## src/rtl/tick_period_meter.sv

```systemverilog
// rtl/tick_period_meter.sv - period, min/max and edge-count meter for a pulse or tick stream
//
// Ports:
//   clk, reset     system clock; synchronous active-high reset
//   pulse_in       measured pulse/tick stream, may be asynchronous to clk
//   clear_stats    clears min_period, max_period and edge_count
//   period         last measured rising-edge spacing in clk cycles
//   period_valid   one-cycle strobe, period updated this cycle
//   timeout        level, no rising edge for TIMEOUT_CYCLES cycles
//   min_period     smallest period since reset or clear
//   max_period     largest period since reset or clear
//   edge_count     saturating count of detected rising edges
module tick_period_meter #(
    parameter int CNT_WIDTH      = 32,
    parameter int TIMEOUT_CYCLES = 100_000_000,
    parameter int EDGE_CNT_WIDTH = 16,
    parameter int SYNC_STAGES    = 2
) (
    input  logic                      clk,
    input  logic                      reset,
    input  logic                      pulse_in,
    input  logic                      clear_stats,
    output logic [CNT_WIDTH-1:0]      period,
    output logic                      period_valid,
    output logic                      timeout,
    output logic [CNT_WIDTH-1:0]      min_period,
    output logic [CNT_WIDTH-1:0]      max_period,
    output logic [EDGE_CNT_WIDTH-1:0] edge_count
);

    typedef enum logic [1:0] {
        WAIT_FIRST,
        MEASURE,
        TIMED_OUT
    } state_t;

    localparam logic [CNT_WIDTH-1:0]      TIMEOUT_VAL = CNT_WIDTH'(TIMEOUT_CYCLES);
    localparam logic [CNT_WIDTH-1:0]      CNT_ONE     = {{(CNT_WIDTH-1){1'b0}}, 1'b1};
    localparam logic [EDGE_CNT_WIDTH-1:0] EDGE_ONE    = {{(EDGE_CNT_WIDTH-1){1'b0}}, 1'b1};

    logic [SYNC_STAGES-1:0] sync_q;
    logic                   hist_q;
    logic                   rise;

    state_t                    state, state_next;
    logic [CNT_WIDTH-1:0]      cnt, cnt_next;
    logic [CNT_WIDTH-1:0]      period_next;
    logic                      period_valid_next;
    logic                      timeout_next;
    logic [CNT_WIDTH-1:0]      min_next, max_next;
    logic [EDGE_CNT_WIDTH-1:0] edge_next;

    // Synchronizer chain plus one history flop for rising-edge detection.
    always_ff @(posedge clk) begin
        if (reset) begin
            sync_q <= '0;
            hist_q <= 1'b0;
        end else begin
            sync_q <= {sync_q[SYNC_STAGES-2:0], pulse_in};
            hist_q <= sync_q[SYNC_STAGES-1];
        end
    end

    assign rise = sync_q[SYNC_STAGES-1] & ~hist_q;

    always_ff @(posedge clk) begin
        if (reset) begin
            state        <= WAIT_FIRST;
            cnt          <= '0;
            period       <= '0;
            period_valid <= 1'b0;
            timeout      <= 1'b0;
            min_period   <= '1;
            max_period   <= '0;
            edge_count   <= '0;
        end else begin
            state        <= state_next;
            cnt          <= cnt_next;
            period       <= period_next;
            period_valid <= period_valid_next;
            timeout      <= timeout_next;
            min_period   <= min_next;
            max_period   <= max_next;
            edge_count   <= edge_next;
        end
    end

    always_comb begin
        state_next        = state;
        cnt_next          = cnt;
        period_next       = period;
        period_valid_next = 1'b0;
        timeout_next      = timeout;

        // Clear is folded in before the update so a coincident measurement
        // lands on freshly cleared statistics.
        min_next  = clear_stats ? '1 : min_period;
        max_next  = clear_stats ? '0 : max_period;
        edge_next = clear_stats ? '0 : edge_count;

        if (rise && (edge_next != '1)) begin
            edge_next = edge_next + EDGE_ONE;
        end

        case (state)
            WAIT_FIRST: begin
                if (rise) begin
                    cnt_next   = CNT_ONE;
                    state_next = MEASURE;
                end
            end
            MEASURE: begin
                // A rise on the timeout cycle itself still counts as a
                // valid interval of exactly TIMEOUT_CYCLES.
                if (rise) begin
                    period_next       = cnt;
                    period_valid_next = 1'b1;
                    cnt_next          = CNT_ONE;
                    if (cnt < min_next) begin
                        min_next = cnt;
                    end
                    if (cnt > max_next) begin
                        max_next = cnt;
                    end
                end else if (cnt == TIMEOUT_VAL) begin
                    timeout_next = 1'b1;
                    state_next   = TIMED_OUT;
                end else begin
                    cnt_next = cnt + CNT_ONE;
                end
            end
            TIMED_OUT: begin
                // The interval that timed out is meaningless; only restart.
                if (rise) begin
                    timeout_next = 1'b0;
                    cnt_next     = CNT_ONE;
                    state_next   = MEASURE;
                end
            end
            default: begin
                state_next = WAIT_FIRST;
            end
        endcase
    end

endmodule

```

## config.mk

```make
export PLATFORM = sky130hd
export DESIGN_NAME = tick_period_meter
export DESIGN_NICKNAME = d
export VERILOG_FILES = /design/src/rtl/tick_period_meter.sv
export SDC_FILE = /design/constraint.sdc
export NUM_CORES = 1
export LEC_CHECK = 0
export BUFFER_PORTS_ARGS = -buffer_cell sky130_fd_sc_hd__buf_4
export CORE_UTILIZATION = 50
export CTS_CLUSTER_SIZE = 30
export DETAILED_ROUTE_END_ITERATION = 7
export MAX_ROUTING_LAYER = met4
export PLACE_DENSITY = 0.79
export REMOVE_ABC_BUFFERS = 1
export SYNTH_ARGS = -nofsm -noshare
export SYNTH_HDL_FRONTEND = slang
export SYNTH_SLANG_ARGS = --single-unit
```

## constraint.sdc

```tcl
create_clock -name clk -period 5.9 [get_ports clk]
set_input_delay 1.18 -clock clk [delete_from_list [all_inputs] [get_ports clk]]
set_output_delay 1.18 -clock clk [all_outputs]
set_load 0.01 [all_outputs]
```

# Word level (Yosys, flattened, before mapping)
# Cells that the tools add are included.
# Widths: inputs -> output; s select.
word_totals:
  out_inout_bits: 114
  reg_bits: 151
classes:
  add_sub_neg: 2
  eq_ne: 9
  bitwise: 3
  order_cmp: 2
  mux: 23
  reduce_logical: 10
ops:
  columns: ["cell", "n"]
  rows:
  - ["$mux 32", 11]
  - ["$pmux 32 s2", 1]
  - ["$add 32x1->32 const B", 1]
  - ["$eq 32x27->1 const B", 1]
  - ["$gt 32x32->1", 1]
  - ["$lt 32x32->1", 1]
  - ["$mux 16", 2]
  - ["$add 16x1->16 const B", 1]
  - ["$ne 16x16->1 const B", 1]
  - ["$mux 2", 3]
  - ["$ne 2x2->1 const B", 3]
  - ["$reduce_and 3->1", 2]
  - ["$mux 1", 4]
  - ["$pmux 2 s2", 1]
  - ["$reduce_and 4->1", 1]
  - ["$reduce_bool 2->1", 2]
  - ["$reduce_or 2->1", 2]
  - ["$ne 3x3->1 const B", 1]
  - ["$eq 2x1->1 const B", 1]
  - ["$eq 2x2->1 const B", 1]
  - ["$logic_not 2->1", 1]
  - ["$ne 2x1->1 const B", 1]
  - ["$not 1->1", 2]
  - ["$pmux 1 s2", 1]
  - ["3 further kinds", 3]

# Depth between registers and ports, before layout
depth:
  word_depth: 5
  depth_mapped: 12
  mapped_depth_nobuf: 8

# Worst setup path before layout
# Ideal clock, no wire load.
synth_timing:
  path_type: "input -> register"
  from: "in clear_stats"
  to: "reg min_period[13]"
  t_required_ns: 5.828
  path_stages: 12
  arrival_time_ns: 3.665
  slack_ns: 2.164
  setup_ns: 0.072
  path_cell_list: "clkbuf_1 clkbuf_1 buf_1 nor2_1 ha_1 a21o_1 a21o_1 a21oi_1 o211ai_1 a221oi_4 buf_6 mux2i_1"
synth_via:
  elab_chain_len: 5
synth_rtl:
  columns: ["element", "line", "text"]
  rows:
  - ["start: declaration", "22", "input logic clear_stats,"]
  - ["$mux 32 *", "97", "min_next = clear_stats ? '1 : min_period;"]
  - ["$lt 32x32->1", "119", "if (cnt < min_next) begin"]
  - ["$mux 32", "119", null]
  - ["$mux 32", "115", "if (rise) begin"]
  - ["$mux 32 *", "105", "case (state)"]
  - ["end signal: assignment", "82", "min_period <= min_next;"]
  - ["end: declaration", "26", "output logic [CNT_WIDTH-1:0] min_period,"]
# Mark *: on every way between the ends. The rest lies on a longest branch, timed or not.
# A chain may end at the register's enable or synchronous reset.

# Final worst setup path
layout_timing:
  from: "in clear_stats"
  to: "reg max_period[3]"
layout_via:
  elab_chain_len: 5
layout_rtl:
  columns: ["element", "line", "text"]
  rows:
  - ["$mux 32 *", "98", "max_next = clear_stats ? '0 : max_period;"]
  - ["$gt 32x32->1", "122", "if (cnt > max_next) begin"]
  - ["$mux 32", "122", null]
  - ["$mux 32", "115", null]
  - ["$mux 32 *", "105", null]
  - ["end signal: assignment", "83", "max_period <= max_next;"]
  - ["end: declaration", "27", "output logic [CNT_WIDTH-1:0] max_period,"]
# Marked as above.

==> flow_metrics.tcl <==
set metrics [dict create \
    postCtsHoldBufs 0 \
    cp.required_ns 6.26 \
    first_pass_iters 4 \
    synth_edf_count 0 \
    die_w_um 130 \
    clock_latency_ns 0.43 \
    die_area_um2 16800 \
    fin_setup_tns_ns 0 \
    start_util_pct 51.3 \
    reg2reg_to "max_period[3]$_SDFF_PP0_" \
    grt_max_degree 108 \
    yosys_warnings 0 \
    path_max_fanout 107 \
    layout.nets 1101 \
    fillerInstances 1437 \
    fmax_ghz 0.232 \
    cts.sinks 151 \
    reg2reg_from "cnt[13]$_SDFFE_PP0P_" \
    fin_skew_ns 0.00902 \
    core_area_um2 15900 \
    via_per_inst 5.43 \
    avgSynthCellArea_um2 8.59 \
    htreeDepth 4 \
    endpoint_kind "flip-flop" \
    drive_gt1_share_pct 19.3 \
    min_path_type "reg -> reg" \
    clkTransAtPathRegs_ns 0.06 \
    grt_overflow_total 0 \
    crit_start "clear_stats" \
    synth_cell_types 56 \
    crit_end "max_period[3]$_SDFF_PP0_" \
    final_util_pct 61.2 \
    status "complete, no violations" \
    cts_inserted_buffers 17 \
    rsz0062_at_grt "false" \
    synth_largest_area_cell "dfxtp_1" \
    synthesis.area_um2 8140 \
    synth_top_area_share_pct 37.1 \
    die_h_um 130 \
    layout.area.seq_um2 3020 \
    final_area_um2 9730 \
    cts-resized-gates 0 \
    antenna_found_initial 0 \
    min_period_over_period_pct 73.1 \
    async_reset_ff_share_pct 0 \
    crit_arrival_ns 4.67 \
    hold_viol 0 \
    ff2ff_setup_slack_ns 2.67 \
    crit_path_start_kind "input port" \
    grt_usage_pct 25.1 \
    setup.worst_path.class "in -> reg" \
    dp_hpwl_mm 13.4 \
    synth_ff_type "dfxtp_1" \
    worstRegToRegCells 8 \
    leakage_nw 4.07 \
    placed_cell_area_um2 9080 \
    ys_seq_elements 151 \
    route.antenna.remaining_nets 0 \
    cts_tree "built" \
    seq_area_frac_synth_pct 37.1 \
    ir_worst_vdd_uv 219 \
    max_slew.worst_pin.slew_ns 1.01 \
    layout_min_cycle_time_ns 4.31 \
    slew_violations 0 \
    drv_cap 0 \
    min-delay-start "sync_q[0]$_SDFF_PP0_" \
    postCtsSetupBuffers 0 \
    setup_viol 0 \
    cts_buffer_depth 2 \
    cts_root_buf "clkbuf_16" \
    grt_pass1_vias 6533 \
    slew_headroom_pct 32.4 \
    ios 118 \
    routed_wl_mm 19.6 \
    drc 0 \
    drt_iter0_markers 421 \
    power_density_nw_per_um2 236 \
    vias 6843 \
    syn_inst 948 \
    num_rows 46 \
    antenna_cells 0 \
    ys_top_cells_by_count "dfxtp_1, nor2_1, nand2_1, nand2b_1, ha_1" \
    grt_pass1_wl_mm 32.0 \
    post-synth-top-count-cell "dfxtp_1" \
    multi_input_area_um2 4830 \
    wire_per_inst_um 15.6 \
    area_growth_pct 19.4 \
    synth_area_leaders "dfxtp_1, ha_1, mux2i_1" \
    routabilityCongestion 0.865 \
    port_buffers 117 \
]
## area by class of cell
class / count / area share (%)
Multi-Input combinational cell: 730 / 49.7
Sequential cell: 151 / 31.1
Clock buffer: 19 / 4.55
Timing Repair Buffer: 124 / 9.57
Clock inverter: 13 / 2.08
Tap cell: 216 / 2.78
Inverter: 7 / 0.270
## layout by cell type, fill, tap and decap left out, types with 5 or more instances in the layout
cell type,netlist,layout
ha_1,66,66
nand2_1,85,85
clkbuf_16,0,17
and4_1,6,6
or2_2,32,32
a21o_1,11,11
and3_1,9,9
nand2b_1,70,70
xnor2_1,18,18
buf_4,1,124
nor2b_1,11,11
a21oi_1,62,62
bufinv_16,0,5
nor2_1,125,125
mux2i_1,65,65
nor3_1,36,36
dfxtp_1,151,151
or3_1,5,5
inv_1,7,7
xor2_1,22,22
nand4_1,22,22
o21ai_0,14,14
nand3_1,24,24
nor4b_1,5,5
## routing by layer
layer | global-route usage, % | share of wire [%] | vias to the layer above
met2 | 41.7 | 49 | 141
li1 | - | - | 3425
met3 | 4.13 | 4.1 | 24
met1 | 30.6 | 45 | 3253
met4 | 9.30 | 1.6 | 0
met5 | - | 0 | -
## power breakdown
part	switching (W)	internal, W
Sequential	0.00000536	0.00102
Combinational	0.0000486	0.0000240
Clock	0.000436	0.000759
Total	0.000490	0.00181
## logic make-up (layout without fill, tap and decap cells)
| logic type | after synthesis | in the layout | synth area share, % |
|---|---|---|---|
| buffers and inverters | 67 | 163 | 3.75 |
| xor gates and xnor gates | 40 | 40 | 4.30 |
| and+or+nand+nor | 448 | 448 | 28.1 |
| adders and majority gates | 66 | 66 | 10.1 |
| muxes | 65 | 65 | 7.99 |
| AOI/OAI and AO/OA | 111 | 111 | 8.54 |
| DFF | 151 | 151 | 37.1 |
## per-stage QoR
stage               cells  hold WS [ns]  total power [W]  setup slack, ns
CTS                  1260         0.452          0.00231             1.61
global route         1260         0.463          0.00236             1.38
finish               1260         0.442          0.00230             1.59
global placement     1228         0.418          0.00112             1.29
floorplan             888         0.414          0.00108             1.82
detailed placement   1228         0.436          0.00112             1.18
## flip-flops by register name, indices dropped and copies added, names as in the netlist
name          flops
max_period       32
period_valid      1
cnt              32
sync_q            2
timeout           1
edge_count       16
state             2
min_period       32
hist_q            1
period           32
## worst min-delay path by stage
stage               cells past startpoint  slack, ns                   end
floorplan                               1       0.41  sync_q[1]$_SDFF_PP0_
global placement                        1       0.42  sync_q[1]$_SDFF_PP0_
detailed placement                      1       0.44  sync_q[1]$_SDFF_PP0_
CTS                                     1       0.45  sync_q[1]$_SDFF_PP0_
global route                            1       0.46  sync_q[1]$_SDFF_PP0_
finish                                  1       0.44  sync_q[1]$_SDFF_PP0_
## critical path, stage by stage
cell      delay, ns
buf_4          0.72
nand2b_1       0.23
ha_1           0.24
nor2b_1        0.13
o211ai_1       0.16
a21boi_0       0.10
or4b_1         0.55
o211ai_4       0.74
buf_4          0.33
mux2i_1        0.20
Note: power is estimated with default switching activity, not from simulation.
